--- src/rtl/fg_prog_sequencer.sv ---
// fg_prog_sequencer
//   Drives one floating-gate program operation per accepted command. The
//   operation selects a cell through the row and column decoders, lets the
//   lines settle, issues a train of injection or tunnelling pulses with idle
//   gaps between them, and then lets the lines recover before it reports done.
//
// Optional feature:
//   FG_PROG_ABORT_EN : when defined, adds the abort input. Asserting abort in
//                      SETUP, PULSE or GAP cuts the command short and goes
//                      straight to RECOVER.
//
// Ports:
//   clk, rst_n            clock, asynchronous active-low reset
//   cmd_valid/cmd_ready   command handshake. A command transfers on a rising
//                         edge where cmd_valid and cmd_ready are both 1. All
//                         cmd_* fields are captured on that edge. cmd_ready is
//                         1 only while the sequencer is idle. cmd_valid can be
//                         held high while cmd_ready is 0.
//   cmd_row, cmd_col      target cell address
//   cmd_npulse            number of pulses (0 = select and recover only)
//   cmd_width             pulse width in cycles (0 is treated as 1)
//   cmd_tun               1 = tunnelling pulse (vtun_en), 0 = injection (pulse)
//   abort                 only with FG_PROG_ABORT_EN
//   dec_row, dec_col      decoder address. Holds the last address while idle.
//   dec_en, drain_sel     decoder enable and drain-select, on in SETUP/PULSE/GAP
//   prog_mode             1 for the whole command, including RECOVER
//   pulse, vtun_en        programming pulses. They are never both 1.
//   busy                  command in progress
//   done                  one-cycle strobe on the return to IDLE
//   pulses_done           pulses completed for the current or last command
// All outputs are flops, so glitch-free and cleared by the asynchronous reset.
module fg_prog_sequencer #(
  parameter int H_BITS     = 6,
  parameter int V_BITS     = 6,
  parameter int SETTLE_CYC = 4,
  parameter int GAP_CYC    = 2
) (
  input  logic              clk,
  input  logic              rst_n,
  input  logic              cmd_valid,
  output logic              cmd_ready,
  input  logic [V_BITS-1:0] cmd_row,
  input  logic [H_BITS-1:0] cmd_col,
  input  logic [7:0]        cmd_npulse,
  input  logic [15:0]       cmd_width,
  input  logic              cmd_tun,
`ifdef FG_PROG_ABORT_EN
  input  logic              abort,
`endif
  output logic [V_BITS-1:0] dec_row,
  output logic [H_BITS-1:0] dec_col,
  output logic              dec_en,
  output logic              prog_mode,
  output logic              drain_sel,
  output logic              pulse,
  output logic              vtun_en,
  output logic              busy,
  output logic              done,
  output logic [7:0]        pulses_done
);

  typedef enum logic [2:0] {
    S_IDLE, S_SETUP, S_PULSE, S_GAP, S_RECOVER
  } state_t;

  localparam logic [15:0] SETTLE_LOAD = 16'(SETTLE_CYC - 1);
  localparam logic [15:0] GAP_LOAD    = 16'(GAP_CYC - 1);

  state_t              state_q, state_d;
  logic [15:0]         cnt_q, cnt_d;
  logic [V_BITS-1:0]   row_q, row_d;
  logic [H_BITS-1:0]   col_q, col_d;
  logic [7:0]          npulse_q, npulse_d;
  logic [15:0]         width_q, width_d;
  logic                tun_q, tun_d;
  logic [7:0]          pd_q, pd_d;
  logic                cmd_ready_q, cmd_ready_d;
  logic                dec_en_q, dec_en_d;
  logic                prog_mode_q, prog_mode_d;
  logic                pulse_q, pulse_d;
  logic                vtun_q, vtun_d;
  logic                done_q, done_d;
  logic                abort_w;
  logic [15:0]         width_load;

`ifdef FG_PROG_ABORT_EN
  assign abort_w = abort;
`else
  assign abort_w = 1'b0;
`endif

  // The counter counts down to zero. A width of 0 still gives a one-cycle pulse.
  assign width_load = (width_q == 16'd0) ? 16'd0 : width_q - 16'd1;

  always_comb begin
    state_d  = state_q;
    cnt_d    = cnt_q;
    row_d    = row_q;
    col_d    = col_q;
    npulse_d = npulse_q;
    width_d  = width_q;
    tun_d    = tun_q;
    pd_d     = pd_q;

    case (state_q)
      S_IDLE: begin
        if (cmd_valid && cmd_ready_q) begin
          row_d    = cmd_row;
          col_d    = cmd_col;
          npulse_d = cmd_npulse;
          width_d  = cmd_width;
          tun_d    = cmd_tun;
          pd_d     = 8'd0;
          cnt_d    = SETTLE_LOAD;
          state_d  = S_SETUP;
        end
      end
      S_SETUP: begin
        if (abort_w) begin
          state_d = S_RECOVER;
          cnt_d   = SETTLE_LOAD;
        end else if (cnt_q == 16'd0) begin
          if (npulse_q != 8'd0) begin
            state_d = S_PULSE;
            cnt_d   = width_load;
          end else begin
            state_d = S_RECOVER;
            cnt_d   = SETTLE_LOAD;
          end
        end else begin
          cnt_d = cnt_q - 16'd1;
        end
      end
      S_PULSE: begin
        if (abort_w) begin
          // An interrupted pulse does not count.
          state_d = S_RECOVER;
          cnt_d   = SETTLE_LOAD;
        end else if (cnt_q == 16'd0) begin
          pd_d = (pd_q == 8'd255) ? pd_q : pd_q + 8'd1;
          // Compare at 9 bits so that pd_q = 255 cannot wrap.
          if (({1'b0, pd_q} + 9'd1) < {1'b0, npulse_q}) begin
            state_d = S_GAP;
            cnt_d   = GAP_LOAD;
          end else begin
            state_d = S_RECOVER;
            cnt_d   = SETTLE_LOAD;
          end
        end else begin
          cnt_d = cnt_q - 16'd1;
        end
      end
      S_GAP: begin
        if (abort_w) begin
          state_d = S_RECOVER;
          cnt_d   = SETTLE_LOAD;
        end else if (cnt_q == 16'd0) begin
          state_d = S_PULSE;
          cnt_d   = width_load;
        end else begin
          cnt_d = cnt_q - 16'd1;
        end
      end
      S_RECOVER: begin
        if (cnt_q == 16'd0) state_d = S_IDLE;
        else                cnt_d   = cnt_q - 16'd1;
      end
      default: state_d = S_IDLE;
    endcase

    // The output flops are decoded from the next state, so they line up with state_q.
    cmd_ready_d = (state_d == S_IDLE);
    prog_mode_d = (state_d != S_IDLE);
    dec_en_d    = (state_d == S_SETUP) || (state_d == S_PULSE) || (state_d == S_GAP);
    pulse_d     = (state_d == S_PULSE) && !tun_d;
    vtun_d      = (state_d == S_PULSE) && tun_d;
    done_d      = (state_q == S_RECOVER) && (state_d == S_IDLE);
  end

  always_ff @(posedge clk or negedge rst_n) begin
    if (!rst_n) begin
      state_q     <= S_IDLE;
      cnt_q       <= '0;
      row_q       <= '0;
      col_q       <= '0;
      npulse_q    <= '0;
      width_q     <= '0;
      tun_q       <= 1'b0;
      pd_q        <= '0;
      cmd_ready_q <= 1'b0;
      dec_en_q    <= 1'b0;
      prog_mode_q <= 1'b0;
      pulse_q     <= 1'b0;
      vtun_q      <= 1'b0;
      done_q      <= 1'b0;
    end else begin
      state_q     <= state_d;
      cnt_q       <= cnt_d;
      row_q       <= row_d;
      col_q       <= col_d;
      npulse_q    <= npulse_d;
      width_q     <= width_d;
      tun_q       <= tun_d;
      pd_q        <= pd_d;
      cmd_ready_q <= cmd_ready_d;
      dec_en_q    <= dec_en_d;
      prog_mode_q <= prog_mode_d;
      pulse_q     <= pulse_d;
      vtun_q      <= vtun_d;
      done_q      <= done_d;
    end
  end

  assign cmd_ready   = cmd_ready_q;
  assign dec_row     = row_q;
  assign dec_col     = col_q;
  assign dec_en      = dec_en_q;
  assign drain_sel   = dec_en_q;
  assign prog_mode   = prog_mode_q;
  assign busy        = prog_mode_q;
  assign pulse       = pulse_q;
  assign vtun_en     = vtun_q;
  assign done        = done_q;
  assign pulses_done = pd_q;

endmodule

--- config.mk ---
export PLATFORM = sky130hd
export DESIGN_NAME = fg_prog_sequencer
export DESIGN_NICKNAME = d
export VERILOG_FILES = /design/src/rtl/fg_prog_sequencer.sv
export SDC_FILE = /design/constraint.sdc
export NUM_CORES = 1
export LEC_CHECK = 0
export BUFFER_PORTS_ARGS = -buffer_cell sky130_fd_sc_hd__buf_2
export CAP_MARGIN = 5
export CORE_MARGIN = 2
export CORE_UTILIZATION = 60
export DETAILED_ROUTE_END_ITERATION = 8
export PLACE_DENSITY = 0.85
export SYNTH_ARGS = -nofsm -noshare
export SYNTH_HDL_FRONTEND = slang
export SYNTH_SLANG_ARGS = --single-unit
--- constraint.sdc ---
create_clock -name clk -period 7.5 [get_ports clk]
set_input_delay 1.5 -clock clk [delete_from_list [all_inputs] [get_ports clk]]
set_output_delay 1.5 -clock clk [all_outputs]
set_load 0.05 [all_outputs]
# After elaboration in Yosys (flattened, before gate mapping)
# Index checks and enable logic that the tools add are counted.
# totals
register_bits	70
input_bits	40
wordCells	72
# op_classes
n_addsub	4
n_lt_le_gt_ge	1
eq_ne	12
n_mux	23
n_reduce_logical	18
# op_table
op	n
$mux 16	7
$pmux 16 s5	1
$logic_not 16->1	2
$sub 16x1->16 const B	2
$mux 8	3
$mux 3	7
$pmux 8 s2	1
$pmux 3 s5	1
$eq 3x2->1 const B	4
$add 8x1->9 const B	1
$lt 9x8->1	1
$add 8x1->8 const B	1
$eq 8x8->1 const B	1
$ne 2x2->1 const B	4
$reduce_bool 8->1	1
$eq 3x1->1 const B	2
$logic_not 3->1	2
$reduce_bool 5->1	1
$logic_and 1x1->1	4
$reduce_and 4->1	1
$eq 3x3->1 const B	1
$reduce_and 3->1	1
$reduce_bool 3->1	1
$logic_or 1x1->1	2
5 further kinds	6

# Longest topological paths before layout
# Gate-level depths: netlist of the first run.
# logic_depth
word_depth	8
ltp_mapped	13
depth_no_buf	11

# Worst setup path before layout of the first run
# OpenSTA, ideal clock, no wires.
# synth_timing
kind	reg-to-reg
from	register pulses_done[2] (netlist name)
to	register cnt_q[13]
setup_time_ps	121
arrival_time_ps	3247
path_slack_ps	4132
stages_incl_launch_ff	14
n_path_buf	2
synth_period_minus_slack_ps	3368
path_cell_list	dfrtp_1 and3_1 and3_1 nand3_1 xnor2_1 ha_1 and3_1 a221oi_1 nand3_1 a211oi_1 nor4bb_2 buf_6 buf_12 a22o_1
# synth_lines
item	line	rtl
to (signal assigned)	198	cnt_q <= cnt_d;
to (decl)	70	logic [15:0] cnt_q, cnt_d;

==> flow_metrics.env, run 1 <==
export IMPL_wire_per_inst_um=15.9
export IMPL_yosys_area_share_xor_xnor_pct=5.89
export IMPL_cp_arrival_ns=3.68
export IMPL_most_common_layout_cells="dfrtp_1, buf_2, nand2_1"
export IMPL_io_pins=68
export IMPL_dp_cells=504
export IMPL_power_density_nw_per_um2=159
export IMPL_crit_path_start_kind="register"
export IMPL_hold_path_class="reg2reg"
export IMPL_postRouteAntennaNets=0
export IMPL_first_pass_iters=5
export IMPL_clkTransAtPathRegs_ns=0.08
export IMPL_synth_compound_area_share_pct=14.6
export IMPL_worstPathRequired_ns=7.72
export IMPL_layout_min_cycle_time_ns=3.46
export IMPL_synth_fp_nets=428
export IMPL_port_buffers=67
export IMPL_drc=0
export IMPL_vias_per_cell=6.09
export IMPL_slew_limit_headroom_pct=35.8
export IMPL_cts_resized=0
export IMPL_core_area_um2=6280
export IMPL_yosysTopAreaCellShare_pct=45.3
export IMPL_synthArstFlopShare_pct=100
export IMPL_end_kind="register"
export IMPL_clockRootBuffer="clkbuf_8"
export IMPL_nets=489
export IMPL_drive_gt1_share_pct=27.5
export IMPL_clk_latency_ns=0.34
export IMPL_finalHoldViolations=0
export IMPL_grt_start_max_net_pins=71
export IMPL_area_growth_pct=14.1
export IMPL_multi_input_comb_area_um2=1940
export IMPL_vias=3166
export IMPL_syn_area_um2=3870
export IMPL_synthMuxAreaShare_pct=8.93
export IMPL_maxCapViolCount=0
export IMPL_ff_latch_area_um2=1750
export IMPL_start_util_pct=61.6
export IMPL_nFillCells=458
export IMPL_hpwl_um=5840
export IMPL_outcome="finished clean"
export IMPL_max_freq_mhz=289
export IMPL_setup_tns_ns=0
export IMPL_clockBufferDepth=2
export IMPL_vdd_drop_max_uv=141
export IMPL_synth_fa_ha_area_share_pct=3.56
export IMPL_crit_path_max_fanout=18
export IMPL_die_w_um=84.3
export IMPL_fp_dieH_um=84.3
export IMPL_holdBufCountCts=0
export IMPL_grt_pass1_vias=3056
export IMPL_synth_cell_types=58
export IMPL_rsz0062_at_grt="false"
export IMPL_place_gp_congestion=0.852
export IMPL_grt_pass1_wl_um=14300
export IMPL_stdcell_area_um2=4410
export IMPL_fin_cells=520
export IMPL_synth_seq_area_share_pct=45.3
export IMPL_antennaDiodeCount=0
export IMPL_synthFlopType="dfrtp_1"
export IMPL_clock_skew_ns=0.0120
export IMPL_ys_warnings_count=0
export IMPL_synth_top_area_cell="dfrtp_1"
export IMPL_ys_ff_latch=70
export IMPL_fin_crit_sh_pct=46.1
export IMPL_tightest_slew_ns=0.957
export IMPL_drtIter0Drc=306
export IMPL_final_max_slew_viol_count=0
export IMPL_syn_avg_cell_area_um2=10.3
export IMPL_postCtsSetupRepairBufs=0
export IMPL_synth_cells=377
export IMPL_power_leakage_nw=2.29
export IMPL_wl_um=8270
export IMPL_holdWs_ns=0.503
export IMPL_synth_simple_area_share_pct=17.0
export IMPL_cts_tree="yes"
export IMPL_grt_usage_pct=25.0
export IMPL_dieArea_um2=7100
export IMPL_htreeDepth=3
export IMPL_final_setup_worst_slack_ns=4.04
export IMPL_cts_sinks=70
export IMPL_final_common_cell="dfrtp_1"
export IMPL_ys_top_cells_by_area="dfrtp_1, mux2_2, xnor2_1"
export IMPL_antenna_found_initial=0
export IMPL_placedInstanceArea_um2=4210
export IMPL_worstSetupPathType="reg2reg"
export IMPL_synth_edff_count=0
export IMPL_dp_slack_ns=4.11
export IMPL_grt_overflow_total=0
export IMPL_numCtsBuffers=9
export IMPL_rows=29
export IMPL_synth_top_family_by_area="simple AND/OR/NAND/NOR gates"
export IMPL_finalSetupViolCount=0
-- area by class of cell --
class / count / share of cell area [%]
Multi-Input combinational cell: 269 / 43.9
Inverter: 18 / 1.53
Timing Repair Buffer: 70 / 8.11
Clock buffer: 13 / 3.60
Tap cell: 77 / 2.18
Clock inverter: 3 / 0.964
Sequential cell: 70 / 39.7
-- state kept, by name, indices dropped and copies added (netlist names), 3 cells and up --
signal       count
dec_col          6
state_q          3
npulse_q         8
pulses_done      8
width_q         16
dec_row          6
cnt_q           16
-- logic make-up after synthesis --
logic type               after synthesis
flip-flops                            70
buffers and inverters                 38
AND/OR/NAND/NOR                      124
AO/OA/AOI/OAI                         77
adder cells (fa/ha/maj)               11
XOR/XNOR                              26
multiplexers                          31
-- critical path, cell delays in order (launching register included) --
cell and delay [ns]:
dfrtp_1 0.43, and3_1 0.22, and3_1 0.21, nand3_1 0.11
xnor2_1 0.23, ha_1 0.29, and3_1 0.19, a221oi_1 0.24
nand3_1 0.22, a211oi_1 0.50, nor4bb_2 0.11, buf_4 0.23
a221o_1 0.37
-- power breakdown --
| group | switching [mW] | total (mW) | internal, mW | leakage (nW) |
|---|---|---|---|---|
| Clock | 0.137 | 0.308 | 0.172 | 0.0996 |
| Sequential | 0 | 0.377 | 0.377 | 0.903 |
| Combinational | 0.00951 | 0.0170 | 0.00747 | 1.29 |
| Total | 0.146 | 0.702 | 0.556 | 2.29 |
-- metrics by stage --
step                power (mW)  util [%]
floorplan                0.385         -
global placement         0.402      67.1
detailed placement       0.402      67.1
CTS                      0.706      70.3
global route             0.726      70.3
finish                   0.702      70.3
-- synthesized netlist by cell type (7+ instances only) --
cell	n
xnor2_1	17
o22ai_1	8
o21ai_0	22
ha_1	11
clkbuf_1	12
mux2_2	27
a221o_1	7
xor2_1	9
nor3_1	13
nand2_1	34
nand3_1	7
or4_1	8
inv_1	18
and3_1	9
dfrtp_1	70
nor2_1	23
-- metal layers --
metal | routed length, um | vias up | share of wire, % | global-route usage [%]
met5 | 0 | - | 0 | 0
met4 | 153 | 0 | 1.8 | 8.21
met1 | 3670 | 1520 | 44 | 34.8
met3 | 545 | 23 | 6.6 | 5.31
met2 | 3910 | 130 | 47 | 39.4
li1 | - | 1493 | - | -
-- path summary, 6_finish.rpt --
| check | startpoint | end | slack (ns) | cells past startpoint |
|---|---|---|---|---|
| hold / removal | dec_col[4]$_DFFE_PN0P_ | dec_col[4]$_DFFE_PN0P_ | 0.50 | 1 |
| setup reg to reg | pulses_done[2]$_DFFE_PN0P_ | cnt_q[2]$_DFFE_PN0P_ | 4.04 | 12 |
| max in group asynchronous | rst_n | pulses_done[5]$_DFFE_PN0P_ | 5.57 | 2 |
| hold reg to reg | dec_col[4]$_DFFE_PN0P_ | dec_col[4]$_DFFE_PN0P_ | 0.50 | 1 |
| min in group asynchronous | rst_n | dec_col[2]$_DFFE_PN0P_ | 1.35 | 2 |
| setup / recovery | pulses_done[2]$_DFFE_PN0P_ | cnt_q[2]$_DFFE_PN0P_ | 4.04 | 12 |
No activity file was read; power rests on OpenSTA's default activity.
==> inputs of run 2 (changes only) <==
--- a/config.mk
+++ b/config.mk
@@ -5,12 +5,13 @@
 export SDC_FILE = /design/constraint.sdc
 export NUM_CORES = 1
 export LEC_CHECK = 0
+export ABC_AREA = 1
 export BUFFER_PORTS_ARGS = -buffer_cell sky130_fd_sc_hd__buf_2
 export CAP_MARGIN = 5
 export CORE_MARGIN = 2
-export CORE_UTILIZATION = 60
+export CORE_UTILIZATION = 51
 export DETAILED_ROUTE_END_ITERATION = 8
-export PLACE_DENSITY = 0.85
+export PLACE_DENSITY = 0.76
 export SYNTH_ARGS = -nofsm -noshare
 export SYNTH_HDL_FRONTEND = slang
 export SYNTH_SLANG_ARGS = --single-unit
==> constraint.sdc (replaced) <==
create_clock -name clk -period 2.9 [get_ports clk]
set_input_delay 0.58 -clock clk [delete_from_list [all_inputs] [get_ports clk]]
set_output_delay 0.58 -clock clk [all_outputs]
set_load 0.05 [all_outputs]
==> run 2 against run 1 <==
Net effect:
- wire length grew 10%
- die area grew 26%
- first-iteration DRC count shrank 23%
- critical path depth grew 2
- sequential share of layout area shrank 2.9 points
- sequential power grew to 4.3 times the previous value
- final cell count grew 45%
- maximum frequency grew 42%
- global-route usage shrank 2.4 points
- largest cell class unchanged
- highest routed layer unchanged
==> flow_metrics.env, run 2 <==
export IMPL_outcome="finished clean"
export IMPL_worstSetupPathType="reg2reg"
export IMPL_drtIter0Drc=235
export IMPL_synthArstFlopShare_pct=100
export IMPL_tightest_slew_ns=0.547
export IMPL_wl_um=9120
export IMPL_holdBufCountCts=0
export IMPL_end_kind="register"
export IMPL_core_area_um2=8090
export IMPL_io_pins=68
export IMPL_clockBufferDepth=2
export IMPL_ff_latch_area_um2=1750
export IMPL_most_common_layout_cells="nand2_1, inv_1, dfrtp_1"
export IMPL_fin_cells=753
export IMPL_cp_arrival_ns=2.67
export IMPL_htreeDepth=3
export IMPL_yosysTopAreaCellShare_pct=41.9
export IMPL_start_util_pct=51.7
export IMPL_grt_overflow_total=0
export IMPL_synth_edff_count=0
export IMPL_vias=3717
export IMPL_synth_seq_area_share_pct=41.9
export IMPL_dp_cells=737
export IMPL_synth_cell_types=36
export IMPL_antenna_found_initial=0
export IMPL_hold_path_class="in2async"
export IMPL_p_total_mw=5.30
export IMPL_final_max_slew_viol_count=0
export IMPL_multi_input_comb_area_um2=2060
export IMPL_vias_per_cell=4.94
export IMPL_dieArea_um2=8940
export IMPL_grt_start_max_net_pins=58
export IMPL_cts_tree="yes"
export IMPL_stdcell_area_um2=4770
export IMPL_synthFlopType="dfrtp_1"
export IMPL_rsz0062_at_grt="false"
export IMPL_finalHoldViolations=0
export IMPL_crit_path_max_fanout=6
export IMPL_maxCapViolCount=0
export IMPL_clockRootBuffer="clkbuf_8"
export IMPL_syn_avg_cell_area_um2=7.26
export IMPL_syn_area_um2=4180
export IMPL_ys_warnings_count=0
export IMPL_finalSetupViolCount=0
export IMPL_layout_min_cycle_time_ns=2.44
export IMPL_area_growth_pct=14.0
export IMPL_grt_pass1_vias=3552
export IMPL_place_gp_congestion=0.900
export IMPL_clock_skew_ns=0.0100
export IMPL_grt_pass1_wl_um=15900
export IMPL_setup_tns_ns=0
export IMPL_synth_cells=576
export IMPL_postCtsSetupRepairBufs=0
export IMPL_cts_sinks=70
export IMPL_power_density_nw_per_um2=1110
export IMPL_reg_top3="cnt_q x16, width_q x16"
export IMPL_ys_top_cells_by_area="dfrtp_1, nand2_1, inv_1"
export IMPL_crit_path_start_kind="register"
export IMPL_worstPathRequired_ns=3.12
export IMPL_power_leakage_nw=2.53
export IMPL_synth_fp_nets=627
export IMPL_cts_resized=0
export IMPL_vdd_drop_max_uv=642
export IMPL_synth_most_common_cell="nand2_1"
export IMPL_synthTopCellsByCount="nand2_1, dfrtp_1, inv_1"
export IMPL_antennaDiodeCount=0
export IMPL_first_pass_iters=4
export IMPL_port_buffers=67
export IMPL_hpwl_um=6860
export IMPL_fin_util_pct=58.9
export IMPL_grt_usage_pct=22.6
export IMPL_fp_dieH_um=94.6
export IMPL_drive_gt1_share_pct=19.4
export IMPL_clk_latency_ns=0.34
export IMPL_nFillCells=767
export IMPL_synth_top_area_cell="dfrtp_1"
export IMPL_numCtsBuffers=9
export IMPL_die_w_um=94.6
export IMPL_final_common_cell="nand2_1"
export IMPL_placedInstanceArea_um2=4580
export IMPL_wire_per_inst_um=12.1
export IMPL_slew_limit_headroom_pct=63.5
export IMPL_postRouteAntennaNets=0
export IMPL_fin_crit_sh_pct=84.2
export IMPL_max_freq_mhz=409
export IMPL_rows=33
export IMPL_nets=694
export IMPL_drc=0
export IMPL_clkTransAtPathRegs_ns=0.08
export IMPL_ys_ff_latch=70
==> run 2: cell types whose count changed after synthesis, moves of 15 or more <==
cell	previous run	this run
nand3_1	7	26
nor2_1	23	56
mux2_2	27	0
xnor2_1	17	2
inv_1	18	70
nand2_1	34	200
==> run 2: kinds of logic after synthesis <==
logic type	after synthesis	synth area share, %
AOI/OAI and AO/OA	73	10.3
xor gates and xnor gates	21	4.40
adders and majority gates	11	3.29
buffers and inverters	89	9.09
DFF	70	41.9
and+or+nand+nor	312	31.0
==> run 2: area by class of cell <==
class                   count  area share, %
well taps                 105           2.76
flip-flops and latches     70           36.7
clock inverters             5          0.709
multi-input cells         417           43.1
clock buffers              11           3.18
inverters                  75           5.98
repair buffers             70           7.51
==> run 2: metal layers <==
metal  vias up  routed length [um]  global-route usage, %  share of wire (%)
li1       1919                   -                      -                  -
met3        10                 424                   4.23                4.7
met2        94                4150                   35.1                 46
met5         -                   0                      0                  0
met1      1694                4410                   32.2                 48
met4         0                 132                   7.25                1.4
==> run 2: report_power, final <==
group | internal [mW] | switching (mW) | total (mW) | leakage [nW]
Combinational | 0.842 | 2.09 | 2.93 | 1.55
Clock | 0.356 | 0.383 | 0.739 | 0.0913
Sequential | 1.36 | 0.264 | 1.62 | 0.896
==> run 2: path summary, 6_finish.rpt <==
check	start	end	slack (ns)	depth (start not counted)
worst max-delay path	pulses_done[0]$_DFFE_PN0P_	vtun_en$_DFF_PN0_	0.46	14
worst min-delay path	rst_n	busy$_DFF_PN0_	0.14	1
worst max register to register	pulses_done[0]$_DFFE_PN0P_	vtun_en$_DFF_PN0_	0.46	14
worst min register to register	dec_col[1]$_DFFE_PN0P_	dec_col[1]$_DFFE_PN0P_	0.47	2
max in group asynchronous	rst_n	pulses_done[4]$_DFFE_PN0P_	2.06	2
min in group clk	cmd_row[0]	dec_row[0]$_DFFE_PN0P_	0.44	3
==> run 2: metrics by stage <==
| step | hold slack (ns) | setup WS (ns) |
|---|---|---|
| floorplan | 0.284 | 0.342 |
| global placement | 0.450 | 0.610 |
| detailed placement | 0.454 | 0.453 |
| CTS | 0.149 | 0.439 |
| global route | 0.161 | 0.0708 |
| finish | 0.143 | 0.457 |
==> run 2: worst max-delay path, cell delays in order, from the launching register on <==
cell and delay [ns]:
dfrtp_1 0.43, ha_1 0.20, nand3_1 0.15, nor2_1 0.16, nand2_1 0.09, xor2_1 0.20
ha_1 0.28, a21oi_1 0.13, o21bai_1 0.07, nor2_1 0.13, nand3_1 0.12, o21ai_1 0.17
nor2_1 0.06, nand2_1 0.09, nor2_1 0.04
